[config.mk]
export PLATFORM = sky130hd
export DESIGN_NAME = fb_swap_ctrl
export DESIGN_NICKNAME = d
export VERILOG_FILES = /design/src/rtl/fb_swap_ctrl.sv
export SDC_FILE = /design/constraint.sdc
export NUM_CORES = 1
export LEC_CHECK = 0
export ABC_CLOCK_PERIOD_IN_PS = 4200
export CAP_MARGIN = 20
export CORE_MARGIN = 5
export CORE_UTILIZATION = 30
export CTS_CLUSTER_DIAMETER = 50
export DETAILED_ROUTE_END_ITERATION = 10
export SETUP_SLACK_MARGIN = 0.15
export SYNTH_ARGS = -nofsm -noshare
export SYNTH_HDL_FRONTEND = slang
export SYNTH_SLANG_ARGS = --single-unit
[constraint.sdc]
create_clock -name aclk -period 4.2 [get_ports aclk]
set_clock_uncertainty 0.2 [all_clocks]
set_input_delay 0.84 -clock aclk [delete_from_list [all_inputs] [get_ports aclk]]
set_output_delay 0.84 -clock aclk [all_outputs]
set_load 0.1 [all_outputs]
[src/rtl/fb_swap_ctrl.sv]
// -----------------------------------------------------------------------------
// fb_swap_ctrl
//
// Framebuffer swap controller placed between the rasterizer core and the
// memory/display side. The rasterizer requests a swap with a rising edge on
// swap_fb and supplies the finished frame address on fb_addr. The address is
// queued, and the queue head becomes the scan-out address either at once or on
// the next vsync pulse. Which one applies is chosen by wait_vsync when the
// frame is queued.
//
// A swap is acknowledged (fb_swapped back to 1) only when a free render buffer
// exists. Double, triple and quad buffering therefore come from a single
// BUFFER_COUNT parameter.
//
// Ports:
//   aclk          clock
//   rst           synchronous reset, active high
//   swap_fb       swap request; only a rising edge counts
//   fb_addr       finished frame address, valid in the request cycle
//   fb_swapped    1 = idle/acknowledged, 0 = swap in progress
//   wait_vsync    1 = apply on vsync, 0 = apply immediately (sampled at push)
//   vsync         single-cycle pulse at display frame start
//   display_addr  current scan-out address
//   pending       number of queued frames not yet displayed
//   frames_shown  number of frames moved to display (wraps)
//   vsync_idle    vsync pulses seen with an empty queue in vsync mode (wraps)
//   swap_err      sticky protocol-violation flag, cleared only by rst
// -----------------------------------------------------------------------------
module fb_swap_ctrl #(
    parameter int                    ADDR_WIDTH    = 25,
    parameter int                    BUFFER_COUNT  = 2,
    parameter logic [ADDR_WIDTH-1:0] FB_RESET_ADDR = {ADDR_WIDTH{1'b0}},
    parameter int                    CNT_WIDTH     = 16
) (
    input  logic                            aclk,
    input  logic                            rst,
    input  logic                            swap_fb,
    input  logic [ADDR_WIDTH-1:0]           fb_addr,
    output logic                            fb_swapped,
    input  logic                            wait_vsync,
    input  logic                            vsync,
    output logic [ADDR_WIDTH-1:0]           display_addr,
    output logic [$clog2(BUFFER_COUNT)-1:0] pending,
    output logic [CNT_WIDTH-1:0]            frames_shown,
    output logic [CNT_WIDTH-1:0]            vsync_idle,
    output logic                            swap_err
);

    // Queue depth is one less than the number of physical buffers. One
    // buffer is always being scanned out.
    localparam int DEPTH  = BUFFER_COUNT - 1;
    localparam int PEND_W = $clog2(BUFFER_COUNT);
    localparam int PTR_W  = (DEPTH > 1) ? $clog2(DEPTH) : 1;
    localparam int SLOTS  = 1 << PTR_W;

    localparam logic [PEND_W-1:0] DEPTH_P     = PEND_W'(DEPTH);
    localparam logic [PEND_W-1:0] ACK_LIMIT_P = PEND_W'(BUFFER_COUNT - 2);
    localparam logic [PTR_W-1:0]  LAST_PTR_P  = PTR_W'(DEPTH - 1);

    // Advance a queue pointer, wrapping modulo DEPTH. A depth of 1 leaves it at 0.
    function automatic logic [PTR_W-1:0] ptr_inc(input logic [PTR_W-1:0] ptr);
        if (ptr == LAST_PTR_P) begin
            return {PTR_W{1'b0}};
        end else begin
            return ptr + PTR_W'(1);
        end
    endfunction

    logic [ADDR_WIDTH-1:0] addr_mem_r [SLOTS];
    logic                  mode_mem_r [SLOTS];   // 1 = entry waits for vsync
    logic [PTR_W-1:0]      wr_ptr_r;
    logic [PTR_W-1:0]      rd_ptr_r;
    logic [PEND_W-1:0]     pend_r;
    logic                  swp_q_r;
    logic                  fb_swapped_r;
    logic [ADDR_WIDTH-1:0] display_r;
    logic [CNT_WIDTH-1:0]  frames_r;
    logic [CNT_WIDTH-1:0]  idle_r;
    logic                  swap_err_r;

    logic                  req_s;
    logic                  push_s;
    logic                  err_s;
    logic                  pop_s;
    logic                  ack_s;
    logic                  idle_s;
    logic [PEND_W-1:0]     pend_next_s;

    // Request decode, pop decision, occupancy update and acknowledge decision.
    always_comb begin
        req_s  = swap_fb & ~swp_q_r;
        push_s = req_s & fb_swapped_r & (pend_r != DEPTH_P);
        err_s  = req_s & ~push_s;
        pop_s  = (pend_r != {PEND_W{1'b0}}) & (~mode_mem_r[rd_ptr_r] | vsync);
        idle_s = vsync & wait_vsync & (pend_r == {PEND_W{1'b0}});

        case ({push_s, pop_s})
            2'b10:   pend_next_s = pend_r + PEND_W'(1);
            2'b01:   pend_next_s = pend_r - PEND_W'(1);
            default: pend_next_s = pend_r;
        endcase

        // Acknowledge as soon as, after this cycle's pop, a render buffer is
        // free. A push cycle always has fb_swapped_r=1, so the earliest
        // acknowledge is one cycle after the push.
        if (!fb_swapped_r && (pend_next_s <= ACK_LIMIT_P)) begin
            ack_s = 1'b1;
        end else begin
            ack_s = 1'b0;
        end
    end

    // Frame-address queue storage; each entry also records its apply mode.
    always_ff @(posedge aclk) begin
        if (rst) begin
            for (int i = 0; i < SLOTS; i++) begin
                addr_mem_r[i] <= {ADDR_WIDTH{1'b0}};
                mode_mem_r[i] <= 1'b0;
            end
        end else if (push_s) begin
            addr_mem_r[wr_ptr_r] <= fb_addr;
            mode_mem_r[wr_ptr_r] <= wait_vsync;
        end
    end

    // Control state: edge detect, pointers, occupancy, display address,
    // handshake, error flag and statistic counters.
    always_ff @(posedge aclk) begin
        if (rst) begin
            // The edge detector follows swap_fb even while in reset, so a
            // level that is already high at release is not seen as a rising edge.
            swp_q_r      <= swap_fb;
            wr_ptr_r     <= {PTR_W{1'b0}};
            rd_ptr_r     <= {PTR_W{1'b0}};
            pend_r       <= {PEND_W{1'b0}};
            fb_swapped_r <= 1'b1;
            display_r    <= FB_RESET_ADDR;
            frames_r     <= {CNT_WIDTH{1'b0}};
            idle_r       <= {CNT_WIDTH{1'b0}};
            swap_err_r   <= 1'b0;
        end else begin
            swp_q_r <= swap_fb;
            pend_r  <= pend_next_s;

            if (push_s) begin
                wr_ptr_r <= ptr_inc(wr_ptr_r);
            end

            if (pop_s) begin
                rd_ptr_r  <= ptr_inc(rd_ptr_r);
                display_r <= addr_mem_r[rd_ptr_r];
                frames_r  <= frames_r + CNT_WIDTH'(1);
            end

            if (push_s) begin
                fb_swapped_r <= 1'b0;
            end else if (ack_s) begin
                fb_swapped_r <= 1'b1;
            end

            if (err_s) begin
                swap_err_r <= 1'b1;
            end

            if (idle_s) begin
                idle_r <= idle_r + CNT_WIDTH'(1);
            end
        end
    end

    assign fb_swapped   = fb_swapped_r;
    assign display_addr = display_r;
    assign pending      = pend_r;
    assign frames_shown = frames_r;
    assign vsync_idle   = idle_r;
    assign swap_err     = swap_err_r;

endmodule

==> reports/metrics.yaml, run 1 <==
power.switching_w: 0.000454
path_cells: "clkdlybuf4s50_1"
p_sw_share_pct: 23.4
grt_pass1_vias: 2753
synth_top_family_by_area: "simple AND/OR/NAND/NOR gates"
cp_max_fo: 17
syn_inst: 347
synth.distinct_cells: 43
r2r-start: "pending"
hold_path_end: "display_addr[17]"
synth-compound-area-share_pct: 7.83
portBuffers: 89
min_path_cells: 2
grt_max_degree: 39
clockBufferDepth: 2
drc: 0
vias: 2703
core-area_mm2: 0.0114
power.share.clock_pct: 45.0
ant_nets: 0
num_antenna_cells: 0
worstPathArrival_ns: 2.23
finalMaxSlewViolations: 0
combPwrFrac_pct: 8.2
p_leak_nw: 1.65
grt_use_total_pct: 12.1
ys_seq_elements: 87
drv_cap: 0
postSynthAreaPerCell_um2: 9.99
antenna_found_initial: 0
start_kind: "flip-flop"
synth_edf_count: 26
regArea_mm2: 0.00200
cts_made_buffers: 9
drt-vias-per-instance: 4.67
place_hpwl_mm: 5.58
postCtsResizedCells: 0
worst_slew_pin_slew_ns: 1.02
cp-end-kind: "output port"
first_pass_iters: 6
fillerInstances: 1121
synthMuxAreaShare_pct: 0.614
root_buffer: "clkbuf_16"
hp-start: "display_addr[17]"
yosys_warnings: 0
rsz0062_at_grt: "no"
clk_latency_ns: 0.34
synthTopCellsByCount: "dfxtp_1 (61), nand2_1 (59), a21oi_1 (38)"
hold_class: "flip-flop to flip-flop"
setup_viol: 0
htreeDepth: 3
p_per_area_mw_per_mm2: 405
dieArea_mm2: 0.0138
synth-simple-area-share_pct: 25.8
vdd_drop_max_uv: 201
clk_pin_slew_worst_paths_ns: 0.06
synth_most_common_cell: "dfxtp_1"
place.gp.congestion: 0.778
totalWireLength_mm: 8.16
critPathMaxStageDelay_ns: 1.24
die_w_um: 117
grt_pass1_wl_mm: 13.6
area_delta_synth_final_pct: 38.1
cts.sinks: 87
placementRows: 39
dieHeight_um: 117
synth_top_area_share_pct: 35.2
outcome: "completed"
critPathLaunch: "pending"
syn_nets: 379
synth_top_area_cell: "dfxtp_1"
pin_count: 90
synth.area.top_cells: "dfxtp_1 (35%), edfxtp_1 (23%), nand2_1 (6.4%)"
critPathBufInv: 1
worstReg2RegEnd: "vsync_idle[15]"
period_minus_slack_ns: 3.27
synth_async_sr_flop_share_pct: 0
intPower_w: 0.00148
post_cts_buffers: 0
multiInputGateArea_mm2: 0.00136
start_util_pct: 30.5
synth_seq_area_share_pct: 57.8
total_power_w: 0.00194
cts_tree: "yes"
fin_crit_sh_pct: 77.8
p_seq_share_pct: 46.8
hold_buffers: 0
timing.fmax_mhz: 306
syn-cell-area_mm2: 0.00347
drt_iter0_markers: 146
crit_family: "buffers and inverters"
timing_worst_setup_path_type: "flip-flop to output port"
cp.required_ns: 3.16
synthAdderAreaFrac_pct: 0.722
yosys.area_share.xor_xnor_pct: 4.30
slowest_stage: "clkdlybuf4s50_1"
wl_per_cell_um: 14.1
hold_viol_final: 0
synth_ff_type: "dfxtp_1"
rrSetupSlack_ns: 2.09
drive_gt1_share_pct: 7.11
grt_overflow: 0
finalSetupTns_ns: 0
slew_headroom_pct: 32.0
num-nets-final: 463
ff2ff_path_depth: 4
## how the worst max path moves through the flow
stage,cells after the start,end
finish,1,pending
floorplan,4,vsync_idle[15]
global route,1,pending
detailed placement,5,display_addr[6]
CTS,1,pending
global placement,5,frames_shown[1]
## power groups by stage
stage	registers [W]	clock network [W]	logic, W
4_1_cts	0.000906	0.000899	0.000161
2_1_floorplan	0.000984	0	0.0000439
3_5_place_dp	0.000925	0	0.000161
3_3_place_gp	0.000924	0	0.000159
5_1_grt	0.000909	0.000933	0.000170
6_report	0.000906	0.000872	0.000159
## cells by family after synthesis
family	count (synthesis)
adders and majority gates	2
xor gates and xnor gates	17
buffers and inverters	21
and+or+nand+nor	167
AOI/OAI and AO/OA	51
muxes	2
DFF	87
## placed cells by master, fill, tap and decap left out, types with 2 or more instances in the layout
| master | Yosys | routed |
|---|---|---|
| nor2b_1 | 2 | 2 |
| nor2_1 | 22 | 22 |
| buf_4 | 0 | 2 |
| xor2_1 | 13 | 13 |
| o21ai_0 | 6 | 6 |
| ha_1 | 2 | 2 |
| nor3_1 | 2 | 2 |
| o31ai_1 | 6 | 6 |
| edfxtp_1 | 26 | 26 |
| clkinvlp_4 | 0 | 2 |
| bufinv_16 | 0 | 2 |
| clkdlybuf4s50_1 | 0 | 88 |
| nand4_1 | 9 | 9 |
| and3_1 | 4 | 4 |
| nor4_1 | 2 | 2 |
| nand2b_1 | 2 | 2 |
| nand3_1 | 7 | 7 |
| inv_1 | 3 | 3 |
| a21oi_1 | 38 | 38 |
| xnor2_1 | 4 | 4 |
| clkbuf_16 | 0 | 9 |
| nand3_2 | 3 | 3 |
| and2_1 | 28 | 28 |
| nand2_1 | 59 | 59 |
| or4_1 | 6 | 6 |
| nand4b_1 | 2 | 2 |
| dfxtp_1 | 61 | 61 |
| or3_1 | 6 | 6 |
## final cells by class
class	count	share of cell area, %
timing repair buffer	91	18.8
clock buffer	10	4.99
sequential	87	41.8
tap	143	3.74
multi-input combinational	239	28.4
clock inverter	6	1.93
inverter	3	0.235
## flip-flops by register name, indices dropped and copies added, names as in the netlist, 16 cells and up
register      flops
display_addr     25
addr_mem_r       25
frames_shown     16
vsync_idle       16
## through the flow
step,setup WS [ns],hold WS (ns),cell area [um^2],instances,util (%)
finish,0.933,0.256,4790,579,42.1
global route,0.829,0.285,4790,579,42.1
CTS,0.916,0.258,4790,579,42.1
detailed placement,1.22,0.249,4450,563,39.2
global placement,1.29,0.244,4450,563,39.2
floorplan,1.67,0.271,3470,347,-
## routing by layer
metal	vias to the layer above	track usage (%)	share of wire, %
li1	1365	-	-
met1	1251	15.3	45
met2	78	18.6	46
met3	9	4.90	7.2
met4	0	4.09	1.2
met5	-	0	0
No activity file was read; power rests on OpenSTA's default activity.
==> run 2: changes to the inputs <==
- ABC_CLOCK_PERIOD_IN_PS: 4200 -> 2960
- clock period: 4.2 -> 2.96 ns (I/O delays scaled with it)
==> run 2 against run 1 <==
Core utilization shrank 1.4 points. Hold slack gained 0.00055 ns. Largest power group unchanged. Largest cell class unchanged. Total power rose by 35%. Non-clock buffer count up 3. First-iteration DRC count increased by 51%.
==> reports/metrics.yaml, run 2 (same netlist as run 1, synthesis figures left out) <==
fillerInstances: 1128  # +0.62%
start_util_pct: 30.5  # unchanged
postCtsResizedCells: 0  # unchanged
finalMaxSlewViolations: 0  # unchanged
p_seq_share_pct: 49.2  # +2.4 points
outcome: "completed"
start_kind: "input port"
cts_made_buffers: 9  # unchanged
portBuffers: 89  # unchanged
clk_pin_slew_worst_paths_ns: 0.06  # about the same
num-nets-final: 466  # +0.65%
hold_buffers: 0  # unchanged
clockBufferDepth: 2  # unchanged
wl_per_cell_um: 13.9  # -1.1%
core-area_mm2: 0.0114  # unchanged
p_sw_share_pct: 23.7  # +0.33 points
grt_use_total_pct: 11.9  # -0.13 points
totalWireLength_mm: 8.11  # -0.61%
clk_latency_ns: 0.33  # about the same
drive_gt1_share_pct: 21.0  # +14 points
multiInputGateArea_mm2: 0.00136  # unchanged
slew_headroom_pct: 62.6  # +31 points
drc: 0  # unchanged
vdd_drop_max_uv: 219  # +8.6%
dpl-instance-area_mm2: 0.00434  # -2.6%
power.share.clock_pct: 42.1  # -2.9 points
first_pass_iters: 4  # -2
cp-end-kind: "flip-flop"
vias: 2762  # +2.2%
dieHeight_um: 117  # unchanged
cp_max_fo: 7  # -10
drt-vias-per-instance: 4.75  # +1.7%
combPwrFrac_pct: 8.7  # +0.5 points
rsz0062_at_grt: "no"
fin_crit_sh_pct: 78.6
worst_slew_pin_slew_ns: 0.561  # -0.456 ns
pin_count: 90  # unchanged
cts.sinks: 87  # unchanged
intPower_w: 0.00199  # +34%
place_hpwl_mm: 5.60  # +0.25%
timing_worst_setup_path_type: "input port to flip-flop"
regArea_mm2: 0.00200  # unchanged
grt_max_degree: 38  # -2.6%
grt_pass1_wl_mm: 13.7  # +0.51%
hold_class: "flip-flop to flip-flop"
cp.required_ns: 2.97  # -0.19 ns
drt_iter0_markers: 220  # +51%
grt_overflow: 0  # unchanged
antenna_found_initial: 0  # unchanged
finalSetupTns_ns: 0  # unchanged
period_minus_slack_ns: 2.33
finalInstanceArea_mm2: 0.00463  # -3.2%
power.switching_w: 0.000621  # +37%
layout_common_cells: "buf_4 (64), dfxtp_1 (61), nand2_1 (59)"
root_buffer: "clkbuf_16"
htreeDepth: 3  # unchanged
dp_slack_ns: 0.286  # -0.938 ns
final.setup.worst_slack_ns: 0.635  # -0.298 ns
worstPathArrival_ns: 2.34  # +0.11 ns
area_delta_synth_final_pct: 33.6
hold_viol_final: 0  # unchanged
placementRows: 39  # unchanged
ant_nets: 0  # unchanged
grt_pass1_vias: 2683  # -2.5%
timing.fmax_mhz: 430
mostFrequentLayoutCell: "buf_4"
p_leak_nw: 1.76  # +7.1%
drv_cap: 0  # unchanged
num_antenna_cells: 0  # unchanged
post_cts_buffers: 0  # unchanged
dieArea_mm2: 0.0138  # unchanged
cts_tree: "yes"
p_per_area_mw_per_mm2: 564  # +39%
setup_viol: 0  # unchanged
place.gp.congestion: 0.755  # -3.0%
die_w_um: 117  # unchanged
## run 2: cell count changes in the layout (fill, tap and decap cells not counted)
cell,previous run,this run
bufinv_16,2,1
buf_12,0,1
clkdlybuf4s50_1,88,28
clkbuf_1,0,2
inv_6,1,0
clkbuf_8,1,0
clkinv_2,0,1
buf_4,2,64
## run 2: metal layers
| metal | vias to the layer above | share of wire (%) | GRT usage, % |
|---|---|---|---|
| li1 | 1375 | - | - |
| met1 | 1312 | 46 | 15.7 |
| met2 | 71 | 47 | 18.6 |
| met3 | 4 | 6.2 | 3.94 |
| met4 | 0 | 0.57 | 3.80 |
| met5 | - | 0 | 0 |
## run 2: cell type report
class                           count  area share (%)
Tap cell                          143            3.86
Sequential cell                    87            43.2
Clock buffer                       11            5.03
Inverter                            3           0.243
Multi-Input combinational cell    239            29.4
Timing Repair Buffer               94            17.0
Clock inverter                      5            1.27
## run 2: power by group through the flow
stage          Sequential (W)  Clock [W]  Combinational (W)
6_report              0.00129    0.00110           0.000228
2_1_floorplan         0.00140          0          0.0000623
4_1_cts               0.00129    0.00114           0.000232
5_1_grt               0.00129    0.00119           0.000244
3_3_place_gp          0.00131          0           0.000230
3_5_place_dp          0.00131          0           0.000231
## run 2: path summary, 6_finish.rpt
| path | from | end | slack, ns | depth (start not counted) |
|---|---|---|---|---|
| worst max-delay path | vsync | vsync_idle[15] | 0.63 | 5 |
| worst min-delay path | display_addr[2] | display_addr[2] | 0.26 | 2 |
| worst max register to register | pending | vsync_idle[15] | 0.83 | 4 |
| worst min register to register | display_addr[2] | display_addr[2] | 0.26 | 2 |
## run 2: stage by stage
step / total power [W] / hold WS (ns) / std cells / utilization [%]
finish: 0.00261 / 0.257 / 582 / 40.7
global route: 0.00273 / 0.277 / 582 / 40.7
CTS: 0.00266 / 0.263 / 582 / 40.7
detailed placement: 0.00154 / 0.254 / 566 / 38.2
global placement: 0.00154 / 0.248 / 566 / 38.2
floorplan: 0.00146 / 0.271 / 347 / -
## run 2: worst max-delay path, cell delays in order
cell             delay, ns
clkdlybuf4s50_1       0.54
and4b_1               0.43
nand3_2               0.19
nor4_1                0.23
mux2_1                0.35
